--- src/rtl/pdm_word_decimator.sv ---
// pdm_word_decimator
// Drives the PDM deserializer through enable/done handshakes, captures each
// finished word, sums the ones-counts of WORDS_PER_SAMPLE words into one
// zero-centred signed PCM sample and presents it on a valid/ready port.
// The sample path is: capture edge -> accumulate/complete edge -> output load
// edge, so a sample appears two edges after its last word is seen.

module pdm_word_decimator #(
    parameter int WORD_LENGTH      = 16,
    parameter int WORDS_PER_SAMPLE = 4,
    parameter int SAMPLE_WIDTH     = 12
) (
    input  logic                    clock_i,
    input  logic                    reset_i,
    input  logic                    enable_i,
    output logic                    des_enable_o,
    input  logic                    des_done_i,
    input  logic [WORD_LENGTH-1:0]  des_data_i,
    output logic [SAMPLE_WIDTH-1:0] sample_o,
    output logic                    sample_valid_o,
    input  logic                    sample_ready_i,
    output logic                    overrun_o
);

    localparam int TOTAL_BITS = WORD_LENGTH * WORDS_PER_SAMPLE;
    localparam int POP_W      = $clog2(WORD_LENGTH + 1);
    localparam int ACC_W      = $clog2(TOTAL_BITS + 1);
    localparam int CNT_W      = (WORDS_PER_SAMPLE > 1) ? $clog2(WORDS_PER_SAMPLE) : 1;

    localparam logic [CNT_W-1:0]        LAST_WORD = CNT_W'(WORDS_PER_SAMPLE - 1);
    localparam logic [SAMPLE_WIDTH-1:0] OFFSET    = SAMPLE_WIDTH'(TOTAL_BITS);

    typedef enum logic [1:0] {
        IDLE    = 2'd0,
        RUN     = 2'd1,
        CAPTURE = 2'd2
    } state_e;

    state_e                  state_q, state_d;
    logic                    des_enable_q, des_enable_d;
    logic                    capture_word;

    logic [WORD_LENGTH-1:0]  word_q, word_d;
    logic                    pending_q, pending_d;
    logic [ACC_W-1:0]        acc_q, acc_d;
    logic [CNT_W-1:0]        count_q, count_d;
    logic                    complete_q, complete_d;
    logic [SAMPLE_WIDTH-1:0] new_sample_q, new_sample_d;

    logic [SAMPLE_WIDTH-1:0] sample_q, sample_d;
    logic                    valid_q, valid_d;
    logic                    overrun_q, overrun_d;

    logic [POP_W-1:0]        word_pop;
    logic [ACC_W-1:0]        sum_w;
    logic [SAMPLE_WIDTH-1:0] sample_calc;

    function automatic logic [POP_W-1:0] popcount(input logic [WORD_LENGTH-1:0] w);
        logic [POP_W-1:0] n;
        n = '0;
        for (int i = 0; i < WORD_LENGTH; i++) begin
            n = n + POP_W'(w[i]);
        end
        return n;
    endfunction

    // Ones-count of the captured word, running sum, and the centred sample
    // 2*sum - TOTAL_BITS computed modulo 2^SAMPLE_WIDTH (exact in two's complement).
    assign word_pop    = popcount(word_q);
    assign sum_w       = acc_q + ACC_W'(word_pop);
    assign sample_calc = SAMPLE_WIDTH'({sum_w, 1'b0}) - OFFSET;

    // FSM state register; des_enable_o is registered alongside the state.
    always_ff @(posedge clock_i or posedge reset_i) begin
        if (reset_i) begin
            state_q      <= IDLE;
            des_enable_q <= 1'b0;
        end else begin
            // NOTE: clocked state uses non-blocking assignments so every
            // register samples pre-edge values regardless of statement order.
            state_q      <= state_d;
            des_enable_q <= des_enable_d;
        end
    end

    // FSM next state: enable low forces IDLE; CAPTURE always lasts one cycle.
    always_comb begin
        // NOTE: every combinational output gets a default first so no path
        // leaves it unassigned and no latch is inferred.
        state_d = state_q;
        if (!enable_i) begin
            state_d = IDLE;
        end else begin
            case (state_q)
                IDLE:    state_d = RUN;
                RUN:     if (des_done_i) state_d = CAPTURE;
                CAPTURE: state_d = RUN;
                default: state_d = IDLE;
            endcase
        end
    end

    // FSM outputs: deserializer enabled exactly while heading into RUN.
    always_comb begin
        des_enable_d = (state_d == RUN);
        capture_word = (state_q == RUN) && (state_d == CAPTURE);
    end

    // Word capture, accumulation and sample completion.
    always_comb begin
        word_d       = word_q;
        pending_d    = 1'b0;
        acc_d        = acc_q;
        count_d      = count_q;
        complete_d   = 1'b0;
        new_sample_d = new_sample_q;
        if (!enable_i) begin
            // Partial sample and any latched word are abandoned.
            acc_d   = '0;
            count_d = '0;
        end else if (pending_q) begin
            if (count_q == LAST_WORD) begin
                complete_d   = 1'b1;
                new_sample_d = sample_calc;
                acc_d        = '0;
                count_d      = '0;
            end else begin
                acc_d   = sum_w;
                count_d = count_q + CNT_W'(1);
            end
        end
        if (capture_word) begin
            word_d    = des_data_i;
            pending_d = 1'b1;
        end
    end

    // Output register: load on empty or same-edge handoff, else drop and flag.
    always_comb begin
        sample_d  = sample_q;
        valid_d   = valid_q;
        overrun_d = overrun_q;
        if (complete_q) begin
            if (!valid_q || sample_ready_i) begin
                sample_d = new_sample_q;
                valid_d  = 1'b1;
            end else begin
                overrun_d = 1'b1;
            end
        end else if (valid_q && sample_ready_i) begin
            valid_d = 1'b0;
        end
        if (!enable_i) begin
            overrun_d = 1'b0;
        end
    end

    // Datapath and output registers.
    always_ff @(posedge clock_i or posedge reset_i) begin
        if (reset_i) begin
            word_q       <= '0;
            pending_q    <= 1'b0;
            acc_q        <= '0;
            count_q      <= '0;
            complete_q   <= 1'b0;
            new_sample_q <= '0;
            sample_q     <= '0;
            valid_q      <= 1'b0;
            overrun_q    <= 1'b0;
        end else begin
            word_q       <= word_d;
            pending_q    <= pending_d;
            acc_q        <= acc_d;
            count_q      <= count_d;
            complete_q   <= complete_d;
            new_sample_q <= new_sample_d;
            sample_q     <= sample_d;
            valid_q      <= valid_d;
            overrun_q    <= overrun_d;
        end
    end

    assign des_enable_o   = des_enable_q;
    assign sample_o       = sample_q;
    assign sample_valid_o = valid_q;
    assign overrun_o      = overrun_q;

endmodule

--- config.mk ---
export PLATFORM = sky130hd
export DESIGN_NAME = pdm_word_decimator
export DESIGN_NICKNAME = d
export VERILOG_FILES = /design/src/rtl/pdm_word_decimator.sv
export SDC_FILE = /design/constraint.sdc
export NUM_CORES = 1
export LEC_CHECK = 0
export ABC_AREA = 0
export CORE_MARGIN = 2
export CORE_UTILIZATION = 35
export DETAILED_ROUTE_END_ITERATION = 6
export GPL_ROUTABILITY_DRIVEN = 1
export GPL_TIMING_DRIVEN = 0
export PLACE_DENSITY = 0.63
export SLEW_MARGIN = 20
export SYNTH_ARGS = -nofsm -noshare
export SYNTH_HDL_FRONTEND = slang
export SYNTH_SLANG_ARGS = --single-unit
export TNS_END_PERCENT = 30
--- constraint.sdc ---
create_clock -name clock_i -period 4.6 [get_ports clock_i]
set_clock_uncertainty 0.2 [all_clocks]
set_input_delay 1.15 -clock clock_i [delete_from_list [all_inputs] [get_ports clock_i]]
set_output_delay 1.15 -clock clock_i [all_outputs]
set_load 0.02 [all_outputs]
==> metrics.yaml, run 1 <==
status: "finished, final reports clean"
gr-total-overflow: 0
grt_pass1_wl_um: 6860
rows: 30
synth_xor_area_frac: 0.0139
syn-instance-count: 220
rr_worst_depth: 13
antenna_found_initial: 0
yosys-mux-area-fraction: 0.0643
wl_um: 4000
ys_seq_elements: 48
synth_edf_count: 0
cts_root_buf: "clkbuf_8"
die_w_um: 87.3
postSynthAreaPerCell_um2: 11.1
instances_no_fill: 344
avgRoutedWirePerCell_um: 11.6
cts_tree: "built"
end_kind: "flop"
antenna_cells: 0
synthAdderAreaFrac: 0.150
clock_sinks: 48
area_growth_pct: 24.2
yosysUniqueCellTypes: 41
synth-main-ff-cell: "dfrtp_1"
seq_area_um2: 1200
synth_compound_area_frac: 0.0803
cpPeakStageDelay_ps: 560
slew_violations: 0
cpMostUsedCell: "fa_1"
initial_utilization: 0.360
clk_pin_slew_ps: 80
numCtsBuffers: 5
num_io_pins: 36
holdCritPathClass: "reg2reg"
hold_viol: 0
synth_top_family_by_area: "adder cells"
synth_warnings: 0
fp.dieH_um: 87.3
viasPerCell: 4.72
dp_hpwl_um: 3050
criticalPathCategory: "reg2reg"
cp_max_fo: 2
io_buffers: 34
clk_latency_ps: 300
drt_pass1_iterations: 4
netlist_area_um2: 2430
final_util: 0.447
drc: 0
fmax_ghz: 0.225
dieArea_um2: 7630
ir_worst_vdd_uv: 457
clk_path_buf_depth: 2
power_density_nw_per_um2: 628
vias: 1625
synth_seq_area_share: 0.494
synth_async_sr_flop_share: 1.00
dp.cells: 335
synth-simple-area-share: 0.143
drt_iter0_drc: 73
start_kind: "flop"
grt_setup_unrepaired: "no"
worst_ep_required_time_ps: 4590
slowest_stage: "fa_1"
layout-drive-gt1-share: 0.155
gp_congestion: 0.787
whs_ps: 277
num-fill-cells: 656
grt_pass1_vias: 1590
synth_nets: 263
path_cells: "fa_1 > fa_1 > fa_1 > inv_1 > fa_1 > fa_2 > fa_2 > nand2b_4 > a21oi_4 > o21ai_2 > xnor2_1 > ha_1 > mux2_2"
fin_nets: 306
min_delay_path_depth: 2
setup_viol: 0
grtUsageTotal: 0.115
htree_levels: 2
multiInputGateArea_um2: 1130
worstPathArrival_ps: 4440
period_needed_ps: 4450
leakage_nw: 1.46
grt_max_degree: 34
period_share: 0.967
drt.antenna.violating_nets: 0
max-cap-violations: 0
core-area_um2: 6760
final cells by class:
class | count | area share
plain buffers | 11 | 0.0203
flip-flops and latches | 48 | 0.398
well taps | 80 | 0.0332
multi-input cells | 143 | 0.374
clock inverters | 2 | 0.00332
inverters | 18 | 0.0224
repair buffers | 36 | 0.122
clock buffers | 6 | 0.0274
final timing paths:
| check | slack, ps | to | from |
|---|---|---|---|
| hold reg to reg | 280 | new_sample_q[1]$_DFFE_PP0P_ | new_sample_q[1]$_DFFE_PP0P_ |
| min in group asynchronous | 940 | sample_o[1]$_DFFE_PP0P_ | reset_i |
| max in group asynchronous | 2780 | acc_q[0]$_DFFE_PP0P_ | reset_i |
| setup / recovery | 150 | new_sample_q[10]$_DFFE_PP0P_ | word_q[9]$_DFFE_PP0P_ |
| setup reg to reg | 150 | new_sample_q[10]$_DFFE_PP0P_ | word_q[9]$_DFFE_PP0P_ |
| hold / removal | 280 | new_sample_q[1]$_DFFE_PP0P_ | new_sample_q[1]$_DFFE_PP0P_ |
critical path, delay by kind of cell (launching register included):
kind	cells	cell delay, ps
flops	1	410
simple gates	1	170
fa+ha+maj	7	2900
buf+inv	1	50
compound gates	2	230
mux	1	250
xor+xnor	1	130
flip-flops by register name, indices dropped and copies added, names as in the netlist:
register,count
des_enable_o,1
pending_q,1
sample_o,8
state_q,2
count_q,2
acc_q,7
complete_q,1
sample_valid_o,1
word_q,16
overrun_o,1
new_sample_q,8
cells in the final DEF (no fill, tap or decap), types with 2 or more instances in the layout:
| cell type | n |
|---|---|
| nand2_1 | 50 |
| dfrtp_1 | 48 |
| clkdlybuf4s50_1 | 34 |
| inv_1 | 16 |
| o21ai_0 | 10 |
| fa_1 | 10 |
| ha_1 | 10 |
| mux2_2 | 9 |
| clkbuf_8 | 6 |
| nor2_1 | 5 |
| buf_4 | 5 |
| buf_2 | 4 |
| mux2i_1 | 4 |
| nor2b_1 | 4 |
| nand2b_1 | 4 |
| clkbuf_1 | 3 |
| and2_1 | 3 |
| o22ai_1 | 2 |
| o21a_1 | 2 |
| nor3_1 | 2 |
| o32ai_1 | 2 |
| inv_2 | 2 |
| o31ai_1 | 2 |
| fa_2 | 2 |
| clkinv_2 | 2 |
metrics by stage:
step | area, um2 | power, mW | TNS, ps | worst slack (ps)
6_report | 3020 | 1.90 | 0 | 152
5_1_grt | 3020 | 2.08 | 0 | 12.2
4_1_cts | 3000 | 1.86 | 0 | 1.02
3_5_place_dp | 2890 | 1.56 | -383 | -205
3_3_place_gp | 2870 | 1.54 | -376 | -208
2_1_floorplan | 2430 | 1.29 | 0 | 15.4
report_power, final:
part	internal, mW	switching, mW
clock network	0.120	0.135
logic	0.531	0.615
registers	0.467	0.0281
total	1.12	0.778
routing by layer:
| metal | track usage | vias up | wire (um) |
|---|---|---|---|
| li1 | - | 801 | - |
| met1 | 0.141 | 781 | 1850 |
| met2 | 0.197 | 36 | 1930 |
| met3 | 0.0284 | 7 | 154 |
| met4 | 0.0420 | 0 | 61 |
| met5 | 0 | - | 0 |
synth_stat cells (2+ instances only):
library cell / instances / area share
mux2_2: 9 / 0.042
o21ai_0: 10 / 0.021
inv_1: 17 / 0.026
nand2_1: 50 / 0.077
and2_1: 3 / 0.0077
o31ai_1: 2 / 0.0062
dfrtp_1: 48 / 0.49
nand2b_1: 5 / 0.013
nor2_1: 5 / 0.0077
nor3_1: 2 / 0.0041
clkbuf_1: 3 / 0.0046
buf_2: 4 / 0.0082
o22ai_1: 2 / 0.0051
ha_1: 10 / 0.051
o21ai_1: 2 / 0.0041
mux2i_1: 4 / 0.016
fa_1: 12 / 0.099
buf_4: 4 / 0.012
o21a_1: 2 / 0.0062
nor2b_1: 4 / 0.010
o32ai_1: 2 / 0.0072
what timing repair did:
action	4_1_cts	5_1_grt
buffers inserted	1	0
gates resized for setup	3	3
setup endpoints to repair	2	2
pin swaps	2	4
hold buffers	0	0
logic make-up (layout without fill, tap and decap cells):
kind of cell,after synthesis,after routing
fa+ha+maj,22,22
flops,48,48
xor+xnor,3,3
simple gates,76,76
buf+inv,29,73
compound gates,27,27
mux,14,14
other cells,1,1
(Power assumes the default switching activity.)
==> run 2, diff against run 1 <==
--- a/config.mk
+++ b/config.mk
@@ -6,6 +6,7 @@
 export NUM_CORES = 1
 export LEC_CHECK = 0
 export ABC_AREA = 0
+export ABC_CLOCK_PERIOD_IN_PS = 4600
 export CORE_MARGIN = 2
 export CORE_UTILIZATION = 35
 export DETAILED_ROUTE_END_ITERATION = 6
==> constraint.sdc (replaced) <==
create_clock -name clock_i -period 4.6 [get_ports clock_i]
set_clock_uncertainty 0.2 [all_clocks]
set_input_delay 0.92 -clock clock_i [delete_from_list [all_inputs] [get_ports clock_i]]
set_output_delay 0.92 -clock clock_i [all_outputs]
set_load 0.02 [all_outputs]
==> results of run 2 <==
Same layout as run 1 (identical final DEF). Status: finished, final reports clean.
==> run 3, diff against run 2 <==
--- a/config.mk
+++ b/config.mk
@@ -6,13 +6,13 @@
 export NUM_CORES = 1
 export LEC_CHECK = 0
 export ABC_AREA = 0
-export ABC_CLOCK_PERIOD_IN_PS = 4600
+export ABC_CLOCK_PERIOD_IN_PS = 5650
 export CORE_MARGIN = 2
 export CORE_UTILIZATION = 35
 export DETAILED_ROUTE_END_ITERATION = 6
 export GPL_ROUTABILITY_DRIVEN = 1
 export GPL_TIMING_DRIVEN = 0
-export PLACE_DENSITY = 0.63
+export PLACE_DENSITY = 0.61
 export SLEW_MARGIN = 20
 export SYNTH_ARGS = -nofsm -noshare
 export SYNTH_HDL_FRONTEND = slang
==> constraint.sdc (replaced) <==
create_clock -name clock_i -period 5.65 [get_ports clock_i]
set_clock_uncertainty 0.2 [all_clocks]
set_input_delay 1.13 -clock clock_i [delete_from_list [all_inputs] [get_ports clock_i]]
set_output_delay 1.13 -clock clock_i [all_outputs]
set_load 0.02 [all_outputs]
==> metrics.yaml, run 3 (synthesized netlist as in run 1, its figures left out) <==
p_sw_frac: 0.379
place_area_um2: 2890
holdCritPathClass: "reg2reg"
htree_levels: 2
largest_reg_flops: 16
cts_resized: 0
die_w_um: 87.3
slew_violations: 0
reg2reg_slack_ps: 830
dieArea_um2: 7630
drc: 0
num-fill-cells: 657
antenna_found_initial: 0
drt.antenna.violating_nets: 0
avgRoutedWirePerCell_um: 11.7
clk_latency_ps: 310
worst_ep_required_time_ps: 5650
slowest_stage: "fa_1"
cpPeakStageDelay_ps: 580
p_sw_uw: 603
criticalPathCategory: "reg2reg"
cts_setup_buffers: 0
finalInstanceArea_um2: 3050
max-cap-violations: 0
clock_sinks: 48
fmax_ghz: 0.208
num_io_pins: 36
mostFrequentLayoutCells: "nand2_1, dfrtp_1, clkdlybuf4s50_1"
ctsHoldBuffers: 0
grt_pass1_vias: 1564
setup_viol: 0
clockPowerShare: 0.213
core-area_um2: 6760
drt_pass1_iterations: 4
clk_path_buf_depth: 2
start_kind: "flop"
internal-power_uw: 990
gr-total-overflow: 0
rows: 30
wl_um: 4000
fin_nets: 305
path_cells: "fa_1 > fa_1 > fa_1 > inv_1 > fa_1 > fa_1 > fa_1 > nand2b_1 > a21oi_1 > o21ai_1 > xnor2_1 > ha_1 > mux2_2"
layout-drive-gt1-share: 0.133
seqPwrFrac: 0.254
grt_setup_unrepaired: "no"
layout_commonest_cell: "nand2_1"
leakage_nw: 1.48
cpMostUsedCell: "fa_1"
worstPathArrival_ps: 4820
io_buffers: 34
clk_pin_slew_ps: 90
hold_viol: 0
initial_utilization: 0.360
pwr-share-comb: 0.533
period_share: 0.853
vias: 1571
area_growth_pct: 25.5
status: "finished, final reports clean"
ir_worst_vdd_uv: 375
fp.dieH_um: 87.3
gp_congestion: 0.793
regMostFlops: "word_q"
cts_tree: "built"
grt_max_degree: 34
cp_max_fo: 4
power_density_nw_per_um2: 522
grt_pass1_wl_um: 6940
grtUsageTotal: 0.117
cts_root_buf: "clkbuf_8"
fin_setup_tns_ps: 0
numCtsBuffers: 5
viasPerCell: 4.58
period_needed_ps: 4820
drt_iter0_drc: 48
dp_hpwl_um: 3060
antenna_cells: 0
end_kind: "flop"
-- run 3: cell types whose count changed in the layout (fill, tap and decap cells not counted), moves of 2 or more --
cell       delta
bufinv_16     +3
clkinv_2      -2
fa_1          +2
fa_2          -2
-- run 3: area by class of cell --
type | count | area [um2] | share of cell area
Clock inverter | 3 | 90.1 | 0.0295
Clock buffer | 5 | 68.8 | 0.0226
Buffer | 11 | 61.3 | 0.0201
Timing Repair Buffer | 35 | 360 | 0.118
Tap cell | 80 | 100 | 0.0328
Sequential cell | 48 | 1200 | 0.394
Inverter | 18 | 67.6 | 0.0221
Multi-Input combinational cell | 143 | 1100 | 0.361
-- run 3: per-layer routing --
layer  share of wire  wire length (um)  track usage
met3           0.043               170       0.0284
met1            0.47              1860        0.143
met4           0.017                69       0.0462
met2            0.47              1900        0.200
met5               0                 0            0
-- run 3: path summary, 6_finish.rpt --
kind,startpoint,to,cells past startpoint
setup reg to reg,word_q[0]$_DFFE_PP0P_,new_sample_q[10]$_DFFE_PP0P_,13
min in group asynchronous,reset_i,sample_o[2]$_DFFE_PP0P_,2
hold reg to reg,complete_q$_DFF_PP0_,sample_valid_o$_DFFE_PP0P_,2
setup / recovery,word_q[0]$_DFFE_PP0P_,new_sample_q[10]$_DFFE_PP0P_,13
max in group asynchronous,reset_i,state_q[0]$_DFF_PP0_,3
hold / removal,complete_q$_DFF_PP0_,sample_valid_o$_DFFE_PP0P_,2
-- run 3: power by group through the flow --
| stage | registers (mW) | logic [mW] | clock network (mW) |
|---|---|---|---|
| after floorplan | 0.407 | 0.646 | 0 |
| after global placement | 0.410 | 0.850 | 0 |
| after detailed placement | 0.412 | 0.864 | 0 |
| after CTS | 0.405 | 0.868 | 0.345 |
| after global routing | 0.409 | 0.976 | 0.358 |
| final | 0.404 | 0.849 | 0.340 |
-- run 3: critical path, delay by kind of cell, from the launching register on --
kind,cells,cell delay [ps]
DFF,1,410
and+or+nand+nor,1,180
adders and majority gates,7,3040
muxes,1,250
buffers and inverters,1,50
AOI/OAI and AO/OA,2,450
xor gates and xnor gates,1,150
-- run 3: through the flow --
| stage | total power, mW | setup WS [ps] | util | hold slack, ps | instances |
|---|---|---|---|---|---|
| 4_1_cts | 1.62 | 802 | 0.451 | 278 | 343 |
| 6_report | 1.59 | 832 | 0.451 | 276 | 343 |
| 5_1_grt | 1.74 | 581 | 0.451 | 292 | 343 |
| 3_3_place_gp | 1.26 | 840 | 0.425 | 248 | 334 |
| 2_1_floorplan | 1.05 | 1070 | - | 240 | 220 |
| 3_5_place_dp | 1.28 | 813 | 0.428 | 255 | 335 |
